===== src/rtl/wb_pkg.sv =====
// Shared types and constants for the write-back stage: register/data widths,
// the queue entry record, the grant encoding and a register one-hot helper.
package wb_pkg;

  localparam int unsigned DATA_W = 12;
  localparam int unsigned REG_W  = 3;
  localparam int unsigned NREG   = 8;

  typedef logic [REG_W-1:0]  reg_idx_t;
  typedef logic [DATA_W-1:0] data_t;

  // One pending register-file write ("reg" is a keyword, hence dst_reg)
  typedef struct packed {
    reg_idx_t dst_reg;
    data_t    data;
  } wb_entry_t;

  // Which queue head (if any) is written this cycle
  typedef enum logic [1:0] {
    GNT_NONE = 2'd0,
    GNT_ALU  = 2'd1,
    GNT_MEM  = 2'd2
  } gnt_e;

  function automatic logic [NREG-1:0] reg_onehot(input reg_idx_t r);
    logic [NREG-1:0] m;
    m    = '0;
    m[r] = 1'b1;
    return m;
  endfunction

endpackage


===== src/rtl/wb_fifo.sv =====
// Synchronous FIFO for one write-back source. READY is a registered
// "not full" so it never depends on same-cycle push or pop; every slot's
// content and occupancy is exposed for the busy scoreboard.
module wb_fifo
  import wb_pkg::*;
#(
  parameter int unsigned DEPTH = 2
) (
  input  logic                        clk,
  input  logic                        rst,
  input  logic                        push,
  input  wb_entry_t                   push_entry,
  input  logic                        pop,
  output logic                        ready,
  output logic                        full,
  output logic                        empty,
  output wb_entry_t                   head,
  output wb_entry_t [DEPTH-1:0]       entries,
  output logic      [DEPTH-1:0]       entry_valid
);

  localparam int unsigned AW = $clog2(DEPTH);

  logic [AW-1:0]         wr_ptr_q, wr_ptr_d;
  logic [AW-1:0]         rd_ptr_q, rd_ptr_d;
  logic [AW:0]           count_q,  count_d;
  logic                  ready_q,  ready_d;
  wb_entry_t [DEPTH-1:0] mem_q,    mem_d;
  logic                  push_acc, pop_acc;

  assign full        = (count_q == (AW+1)'(DEPTH));
  assign empty       = (count_q == '0);
  assign ready       = ready_q;
  assign head        = mem_q[rd_ptr_q];
  assign entries     = mem_q;
  // ready_q is low whenever the queue was full at the start of the cycle,
  // so a same-cycle pop never frees room for a push
  assign push_acc    = push & ready_q & ~full;
  assign pop_acc     = pop & ~empty;

  // Next pointer, count, storage and registered ready
  always_comb begin
    wr_ptr_d = wr_ptr_q;
    rd_ptr_d = rd_ptr_q;
    mem_d    = mem_q;
    if (push_acc) begin
      mem_d[wr_ptr_q] = push_entry;
      wr_ptr_d        = wr_ptr_q + 1'b1;
    end
    if (pop_acc) begin
      rd_ptr_d = rd_ptr_q + 1'b1;
    end
    count_d = count_q + {{AW{1'b0}}, push_acc} - {{AW{1'b0}}, pop_acc};
    ready_d = (count_d != (AW+1)'(DEPTH));
  end

  // Slot occupancy: slot i is live when its distance from the read pointer is below the count
  always_comb begin
    logic [AW-1:0] offs;
    entry_valid = '0;
    for (int unsigned i = 0; i < DEPTH; i++) begin
      offs           = AW'(i) - rd_ptr_q;
      entry_valid[i] = ({1'b0, offs} < count_q);
    end
  end

  // Control state register with synchronous reset
  always_ff @(posedge clk) begin
    if (rst) begin
      wr_ptr_q <= '0;
      rd_ptr_q <= '0;
      count_q  <= '0;
      ready_q  <= 1'b0;
    end else begin
      wr_ptr_q <= wr_ptr_d;
      rd_ptr_q <= rd_ptr_d;
      count_q  <= count_d;
      ready_q  <= ready_d;
    end
  end

  // Storage; contents are only observed through occupancy so no reset is needed
  always_ff @(posedge clk) begin
    mem_q <= mem_d;
  end

endmodule


===== src/rtl/wb_stage.sv =====
// Write-back stage: two source queues (ALU results, load data) merged onto a
// single register-file write port. MEM has priority except when the ALU has
// waited STARVE_MAX consecutive MEM grants. Define WB_BUSY_EN to build the
// per-register pending-write scoreboard on oBUSY; otherwise oBUSY reads 0.
module wb_stage
  import wb_pkg::*;
#(
  parameter int unsigned DEPTH      = 2,
  parameter int unsigned STARVE_MAX = 3
) (
  input  logic              iCLK,
  input  logic              iRST,
  input  logic              iALU_VALID,
  input  logic [REG_W-1:0]  iALU_REG,
  input  logic [DATA_W-1:0] iALU_DATA,
  output logic              oALU_READY,
  input  logic              iMEM_VALID,
  input  logic [REG_W-1:0]  iMEM_REG,
  input  logic [DATA_W-1:0] iMEM_DATA,
  output logic              oMEM_READY,
  output logic              oWR_EN,
  output logic [REG_W-1:0]  oWRREG,
  output logic [DATA_W-1:0] oDATA,
  output logic [NREG-1:0]   oBUSY
);

  localparam int unsigned SW = $clog2(STARVE_MAX + 2);

  wb_entry_t             alu_in, mem_in;
  wb_entry_t             alu_head, mem_head;
  wb_entry_t [DEPTH-1:0] alu_entries, mem_entries;
  logic      [DEPTH-1:0] alu_vld, mem_vld;
  logic                  alu_full, mem_full;
  logic                  alu_empty, mem_empty;
  logic                  alu_pop, mem_pop;
  gnt_e                  gnt;

  logic [SW-1:0]         starve_q, starve_d;
  logic                  wr_en_q,  wr_en_d;
  reg_idx_t              wrreg_q,  wrreg_d;
  data_t                 data_q,   data_d;

  assign alu_in = '{dst_reg: iALU_REG, data: iALU_DATA};
  assign mem_in = '{dst_reg: iMEM_REG, data: iMEM_DATA};

  wb_fifo #(.DEPTH(DEPTH)) u_alu_q (
    .clk         (iCLK),
    .rst         (iRST),
    .push        (iALU_VALID),
    .push_entry  (alu_in),
    .pop         (alu_pop),
    .ready       (oALU_READY),
    .full        (alu_full),
    .empty       (alu_empty),
    .head        (alu_head),
    .entries     (alu_entries),
    .entry_valid (alu_vld)
  );

  wb_fifo #(.DEPTH(DEPTH)) u_mem_q (
    .clk         (iCLK),
    .rst         (iRST),
    .push        (iMEM_VALID),
    .push_entry  (mem_in),
    .pop         (mem_pop),
    .ready       (oMEM_READY),
    .full        (mem_full),
    .empty       (mem_empty),
    .head        (mem_head),
    .entries     (mem_entries),
    .entry_valid (mem_vld)
  );

  // Arbitration: MEM first unless the waiting ALU has hit its starvation limit
  always_comb begin
    gnt = GNT_NONE;
    if (!mem_empty && !(!alu_empty && (starve_q == SW'(STARVE_MAX)))) begin
      gnt = GNT_MEM;
    end else if (!alu_empty) begin
      gnt = GNT_ALU;
    end
  end

  assign alu_pop = (gnt == GNT_ALU);
  assign mem_pop = (gnt == GNT_MEM);

  // Next write-port contents and starvation count
  always_comb begin
    wr_en_d  = 1'b0;
    wrreg_d  = wrreg_q;
    data_d   = data_q;
    starve_d = starve_q;
    unique case (gnt)
      GNT_ALU: begin
        wr_en_d = 1'b1;
        wrreg_d = alu_head.dst_reg;
        data_d  = alu_head.data;
      end
      GNT_MEM: begin
        wr_en_d = 1'b1;
        wrreg_d = mem_head.dst_reg;
        data_d  = mem_head.data;
      end
      default: ;
    endcase
    if (alu_empty || (gnt == GNT_ALU)) begin
      starve_d = '0;
    end else if (gnt == GNT_MEM) begin
      starve_d = starve_q + 1'b1;
    end
  end

  // Write-port and starvation registers with synchronous reset
  always_ff @(posedge iCLK) begin
    if (iRST) begin
      wr_en_q  <= 1'b0;
      wrreg_q  <= '0;
      data_q   <= '0;
      starve_q <= '0;
    end else begin
      wr_en_q  <= wr_en_d;
      wrreg_q  <= wrreg_d;
      data_q   <= data_d;
      starve_q <= starve_d;
    end
  end

  assign oWR_EN = wr_en_q;
  assign oWRREG = wrreg_q;
  assign oDATA  = data_q;

`ifdef WB_BUSY_EN
  logic [NREG-1:0] busy;

  // Pending-write flags: every live queue slot plus the write being strobed now
  always_comb begin
    busy = '0;
    for (int unsigned i = 0; i < DEPTH; i++) begin
      if (alu_vld[i]) busy = busy | reg_onehot(alu_entries[i].dst_reg);
      if (mem_vld[i]) busy = busy | reg_onehot(mem_entries[i].dst_reg);
    end
    if (wr_en_q) busy = busy | reg_onehot(wrreg_q);
  end

  assign oBUSY = busy;

  logic unused_flags;
  assign unused_flags = ^{alu_full, mem_full};
`else
  assign oBUSY = '0;

  logic unused_flags;
  assign unused_flags = ^{alu_full, mem_full, alu_entries, mem_entries, alu_vld, mem_vld};
`endif

endmodule


===== config.mk =====
export PLATFORM = sky130hd
export DESIGN_NAME = wb_stage
export DESIGN_NICKNAME = d
export VERILOG_FILES = /design/src/rtl/wb_pkg.sv /design/src/rtl/wb_fifo.sv /design/src/rtl/wb_stage.sv
export SDC_FILE = /design/constraint.sdc
export NUM_CORES = 1
export LEC_CHECK = 0
export ABC_AREA = 1
export CAP_MARGIN = 20
export CORE_MARGIN = 8
export CORE_UTILIZATION = 53
export CTS_CLUSTER_DIAMETER = 30
export CTS_CLUSTER_SIZE = 10
export DETAILED_ROUTE_END_ITERATION = 6
export PLACE_DENSITY = 0.87
export SYNTH_ARGS = -nofsm -noshare
export SYNTH_HDL_FRONTEND = slang
export SYNTH_SLANG_ARGS = --single-unit

===== constraint.sdc =====
create_clock -name iCLK -period 2.45 [get_ports iCLK]
set_clock_uncertainty 0.15 [all_clocks]
set_input_delay 0.3675 -clock iCLK [delete_from_list [all_inputs] [get_ports iCLK]]
set_output_delay 0.3675 -clock iCLK [all_outputs]
set_load 0.05 [all_outputs]

==> flow_summary_export.csv, run 1 <==
group,metric,value,unit
floorplan,start_util,54.0,%
cts,clock-sinks,89,
power,netSwitchingFraction,40.9,%
worst_hold_path,worstHoldStart,"starve_q[0]",
layout,final_cell_mix,"79 x nand2_1, 60 x edfxtp_1, 51 x clkdlybuf4s50_1",
critical_path,reg2reg_setup_slack,0.26,ns
power,power_density,1210,nW/µm²
layout,n_antenna_cell,0,
critical_path,rr_worst_depth,12,
critical_path,critPathMaxStageDelay,0.33,ns
synthesis,synth_seq_cells,89,
floorplan,core.rowCount,30,
critical_path,worstSetupPathDepth,12,
critical_path,r2r_start,"starve_q[0]",
critical_path,worst_ep_required_time,2.60,ns
cts,cts_setup_buffers,0,
synthesis,synth_top_area_share,50.0,%
critical_path,worstPathCellList,"ha_1, ha_1, nand2_2, nand2_2, inv_2, ha_1, inv_1, ha_1, inv_1, nand2_1, nand2_1, a21oi_1",
layout,final_common_cell,"nand2_1",
placed_design,routabilityCongestion,0.838,
layout,nets,448,
drt,drc_errors,0,
sta,hold_violations,0,
synthesis,ys_types,24,
synthesis,ys_async_sr_fraction,0,%
cts,clock_path_buffers,2,
critical_path,critPathSlowestCell,"dfxtp_1",
synthesis,synth-seq-area-share,66.1,%
power,p_int,3.12,mW
power,total_power,5.28,mW
drt,totalWireLength,7.30,mm
placed_design,post-dp-hpwl,5.22,mm
job,drv_cap,0,
synthesis,yosys_warnings,0,
layout,multi_input_area,1000,µm²
sta,rsz0062_at_grt,"false",
critical_path,start_kind,"flop",
layout,fin_cells,493,
sta,fmax,457,MHz
grt,antenna_found_initial,0,
floorplan,core_region_area,6680,µm²
status,status,"finished clean",
sta,tns,0,ns
drt,drtAntennaViolNets,0,
placed_design,port_buffers,51,
cts,clkLatencyLatePin,0.36,ns
worst_hold_path,hold_path_class,"reg -> reg",
synthesis,syn_area,3610,µm²
floorplan,die_w,98.5,µm
sta,max-slew-margin-rel,65.5,%
critical_path,critPathBufInv,3,
synthesis,synth_edf_count,60,
grt,grt_pass1_vias,2559,
sta,period_minus_slack,2.19,ns
critical_path,crit_path_end_kind,"flop",
cts,numCtsBuffers,9,
drt,vias,2507,
sta,fin_crit_sh,89.4,%
critical_path,critPathKind,"reg -> reg",
cts,clk_pin_slew_worst_paths,0.09,ns
drt,viasPerCell,5.09,
grt,grt_pass1_wl,11.8,mm
critical_path,crit_path_start,"starve_q[0]",
cts,cts-root-buf,"clkbuf_8",
synthesis,syn_area_per_cell,10.3,µm²
drt,first_iter_violations,196,
grt,overflow,0,
power,clkPwrFrac,19.3,%
worst_hold_path,hold_path_depth,1,
layout,syn2layout_area_growth,21.6,%
placed_design,dp_slack,0.295,ns
sta,slew_violations,0,
power,seqPwrFrac,39.6,%
power,p_leak,1.83,nW
floorplan,dieArea,9700,µm²
critical_path,crit_arrival,2.34,ns
power,vdd.ir_drop.worst,1.02,mV
power,switchingPower,2.16,mW
synthesis,synth_flop_cell,"edfxtp_1",
layout,register_area,2380,µm²
power,comb_power_share,41.1,%
floorplan,die_y,98.5,µm
floorplan,ios,60,
grt,grt_use_total,15.5,%
synthesis,synth_area_leader_cell,"edfxtp_1",
layout,nFillCells,520,
placed_design,dp.cells,477,
sta,worst_slew_pin_slew,0.517,ns
cts,cts_tree,"built",
sta,setup-violations-final,0,
critical_path,crit_family,"adder cells",
cts,holdBufCountCts,0,
critical_path,worstPathMaxFanout,16,
synthesis,syn-instance-count,350,
critical_path,cp_common_cell,"ha_1",
layout,drive_gt1_share,9.44,%
cts,cts_max_level,3,
drt,wl_per_cell,14.8,µm
synthesis,synthTopCellsByArea,"edfxtp_1 50%, dfxtp_1 16%, nand2_1 8.2%, nor2_1 5.0%, nand3_1 3.7%",
grt,grt_max_degree,18,
sta,fin_ws,0.261,ns
drt,drtPass1Iterations,4,
cts,ctsResizeCount,0,
## state kept, by name, indices dropped and copies added, names as in the netlist, 2 cells and up
name and cells:
oWRREG 3, starve_q 3, u_alu_q.count_q 2, u_alu_q.entries 30, u_mem_q.count_q 2, oDATA 12, u_mem_q.entries 30
## worst register-to-register path, delay by kind of cell (launching register included)
family,cells,cell delay (ns)
flip-flops,1,0.33
buffers and inverters,3,0.22
AND/OR/NAND/NOR,4,0.52
adder cells (fa/ha/maj),4,0.82
AO/OA/AOI/OAI,1,0.10
## synthesized netlist by cell type (all sizes together), types with 4 or more instances
master  count
ha          6
nor2       49
or2         4
nand4       8
inv        33
buf        19
o21ai       7
nand2      82
edfxtp     60
dfxtp      29
a21oi      18
nand3      27
## final timing paths
kind | endpoint
max | u_mem_q.ready
min | starve_q[0]
max reg2reg | u_mem_q.ready
min reg2reg | starve_q[0]
## layout make-up
cell class                 count  share of cell area, %
clock buffer                   9                   2.83
timing repair buffer          60                   13.2
clock inverter                 7                   1.74
inverter                      33                   2.83
multi-input combinational    215                   22.8
tap                           80                   2.28
sequential                    89                   54.3
## cells by family (layout without fill, tap and decap cells)
logic type / Yosys count / in the layout / share of synthesized area, %
flip-flops: 89 / 89 / 66.1
other: 1 / 8 / 0.104
XOR/XNOR: 4 / 4 / 0.972
AO/OA/AOI/OAI: 25 / 25 / 3.68
buffers and inverters: 53 / 109 / 6.94
AND/OR/NAND/NOR: 172 / 172 / 20.2
adder cells (fa/ha/maj): 6 / 6 / 2.08
## power by group through the flow
stage / combinational, mW / clock (mW) / sequential [mW]
3_5_place_dp: 2.16 / 0 / 2.12
2_1_floorplan: 1.10 / 0 / 2.55
4_1_cts: 2.18 / 1.04 / 2.09
5_1_grt: 2.38 / 1.09 / 2.12
6_report: 2.17 / 1.02 / 2.09
3_3_place_gp: 2.10 / 0 / 2.11
## per-layer routing
metal	vias to the layer above	part of all wire [%]	global-route usage, %
li1	1261	-	-
met1	1154	43	18.5
met2	78	50	25.6
met3	14	6.3	4.09
met4	0	1.2	7.32
met5	-	0	0
## stage by stage
step	utilization, %	hold slack (ns)	instance area (µm²)
5_1_grt	65.6	0.322	4380
3_5_place_dp	62.6	0.275	4180
2_1_floorplan	-	0.249	3630
3_3_place_gp	62.6	0.255	4180
6_report	65.6	0.290	4380
4_1_cts	65.6	0.287	4380
Power figures use the tool's default switching activity.
==> run 2: changes to the inputs <==
GPL_TIMING_DRIVEN = 0   (was unset)
RECOVER_POWER = 100   (was unset)
REMOVE_ABC_BUFFERS = 1   (was unset)
==> run 2 against run 1 <==
Total power is 2.4% lower; routed wire length is 1.2% higher; register-to-register slack worse by 0.08 ns; worst hold slack worse by 0.016 ns; flip-flop and latch count stayed put; count of clock-buffer cells in the layout is 1 higher; worst setup slack worse by 0.076 ns; clock power is 8% lower; die area stayed put; critical endpoint unchanged; combinational power is 4% lower; largest power group is now registers.
==> flow_summary_export.csv, run 2 (synthesized netlist as in run 1, its figures left out) <==
group,metric,value,unit
sta,rsz0062_at_grt,"false",
cts,clock_path_buffers,2,
critical_path,worst_ep_required_time,2.51,ns
sta,fin_crit_sh,92.5,%
status,status,"finished clean",
critical_path,crit_path_end_kind,"flop",
drt,drc_errors,0,
drt,drtPass1Iterations,4,
sta,worst_slew_pin_slew,0.819,ns
floorplan,start_util,54.0,%
cts,cts_tree,"built",
power,p_leak,1.87,nW
power,p_int,3.05,mW
critical_path,crit_path_start,"starve_q[0]",
job,drv_cap,0,
critical_path,critPathKind,"reg -> reg",
power,total_power,5.16,mW
cts,cts_max_level,3,
cts,clk_pin_slew_worst_paths,0.08,ns
floorplan,core_region_area,6680,µm²
worst_hold_path,hold_path_class,"reg -> reg",
floorplan,die_y,98.5,µm
sta,fin_ws,0.184,ns
sta,hold_violations,0,
power,power_density,1180,nW/µm²
floorplan,core.rowCount,30,
placed_design,routabilityCongestion,0.816,
grt,antenna_found_initial,0,
layout,drive_gt1_share,8.25,%
sta,max-slew-margin-rel,45.2,%
drt,viasPerCell,5.27,
grt,grt_max_degree,22,
sta,period_minus_slack,2.27,ns
floorplan,die_w,98.5,µm
layout,fin_util,65.2,%
grt,grt_pass1_vias,2567,
drt,totalWireLength,7.39,mm
sta,whs,0.274,ns
power,comb_power_share,40.3,%
layout,nets,448,
sta,fmax,441,MHz
drt,drtAntennaViolNets,0,
sta,slew_violations,0,
layout,final_common_cell,"nand2_1",
floorplan,dieArea,9700,µm²
cts,holdBufCountCts,0,
power,switchingPower,2.11,mW
grt,grt_use_total,15.6,%
power,netSwitchingFraction,40.8,%
sta,setup-violations-final,0,
floorplan,ios,60,
critical_path,worstPathMaxFanout,16,
critical_path,start_kind,"flop",
grt,grt_pass1_wl,11.9,mm
cts,numCtsBuffers,9,
layout,n_antenna_cell,0,
worst_hold_path,worstHoldStart,"starve_q[0]",
cts,clkLatencyLatePin,0.35,ns
placed_design,post-dp-hpwl,5.12,mm
cts,cts-root-buf,"clkbuf_8",
cts,clock-sinks,89,
power,vdd.ir_drop.worst,1.02,mV
critical_path,r2r_start,"starve_q[0]",
layout,syn2layout_area_growth,20.9,%
layout,final_cell_mix,"79 x nand2_1, 60 x edfxtp_1, 51 x dlygate4sd3_1",
placed_design,port_buffers,51,
drt,first_iter_violations,180,
grt,overflow,0,
drt,wl_per_cell,15.0,µm
layout,nFillCells,522,
power,seqPwrFrac,41.5,%
placed_design,dp_slack,0.0110,ns
power,clkPwrFrac,18.2,%
critical_path,crit_arrival,2.32,ns
drt,vias,2594,
run 2: repair_timing:
action,in CTS,in global routing
gates resized for setup,0,1
endpoints found under the setup margin,0,4
buffers inserted,0,5
run 2: metrics by stage:
step	cell area [µm²]	setup TNS (ns)	instances
floorplan	3510	0	337
global placement	4120	-14.40	468
detailed placement	4150	0	472
CTS	4330	0	487
global route	4360	0	492
finish	4360	0	492
run 2: critical path: stages (launching register included):
cell and delay (ns):
dfxtp_1 0.32, ha_1 0.19, ha_1 0.23, nand2_2 0.27
nand2_2 0.15, inv_1 0.16, ha_1 0.25, inv_1 0.06
ha_1 0.21, inv_1 0.07, a21oi_1 0.06
run 2: area by class of cell:
type / count / area [µm²] / share of cell area (%)
clock buffer: 10 / 128 / 2.93
clock inverter: 5 / 47.5 / 1.09
inverter: 33 / 124 / 2.84
multi-input combinational: 215 / 1010 / 23.1
sequential: 89 / 2380 / 54.6
tap: 80 / 100 / 2.30
timing repair buffer: 60 / 571 / 13.1
run 2: power groups by stage:
stage | sequential (mW) | clock [mW] | combinational, mW
5_1_grt | 2.18 | 1.01 | 2.29
3_5_place_dp | 2.18 | 0 | 2.06
3_3_place_gp | 2.17 | 0 | 1.97
2_1_floorplan | 2.58 | 0 | 0.985
4_1_cts | 2.15 | 0.945 | 2.08
6_report | 2.14 | 0.936 | 2.08
run 2: final timing paths:
path / depth (start not counted) / to / slack (ns)
worst min register to register: 1 / starve_q[0] / 0.27
worst max-delay path: 10 / u_mem_q.ready / 0.18
worst min-delay path: 1 / starve_q[0] / 0.27
worst max register to register: 10 / u_mem_q.ready / 0.18
run 2: per-layer routing:
metal / vias to the layer above / global-route usage (%) / wire (µm) / part of all wire [%]
met1: 1224 / 17.9 / 3040 / 41
met3: 16 / 3.74 / 453 / 6.1
met2: 102 / 26.6 / 3740 / 51
li1: 1252 / - / - / -
met4: 0 / 8.15 / 159 / 2.2
met5: - / 0 / 0 / 0
==> run 3: changes to the inputs <==
--- a/constraint.sdc
+++ b/constraint.sdc
@@ -4,2 +4,2 @@
 set_output_delay 0.3675 -clock iCLK [all_outputs]
-set_load 0.05 [all_outputs]
+set_load 0.02 [all_outputs]
==> results of run 3 <==
Same layout as run 2 (identical final DEF). Status: finished clean.
Among the figures that moved: total power 5.16 mW -> 4.84 mW; worst IR drop on VDD 1.02 mV -> 0.807 mV
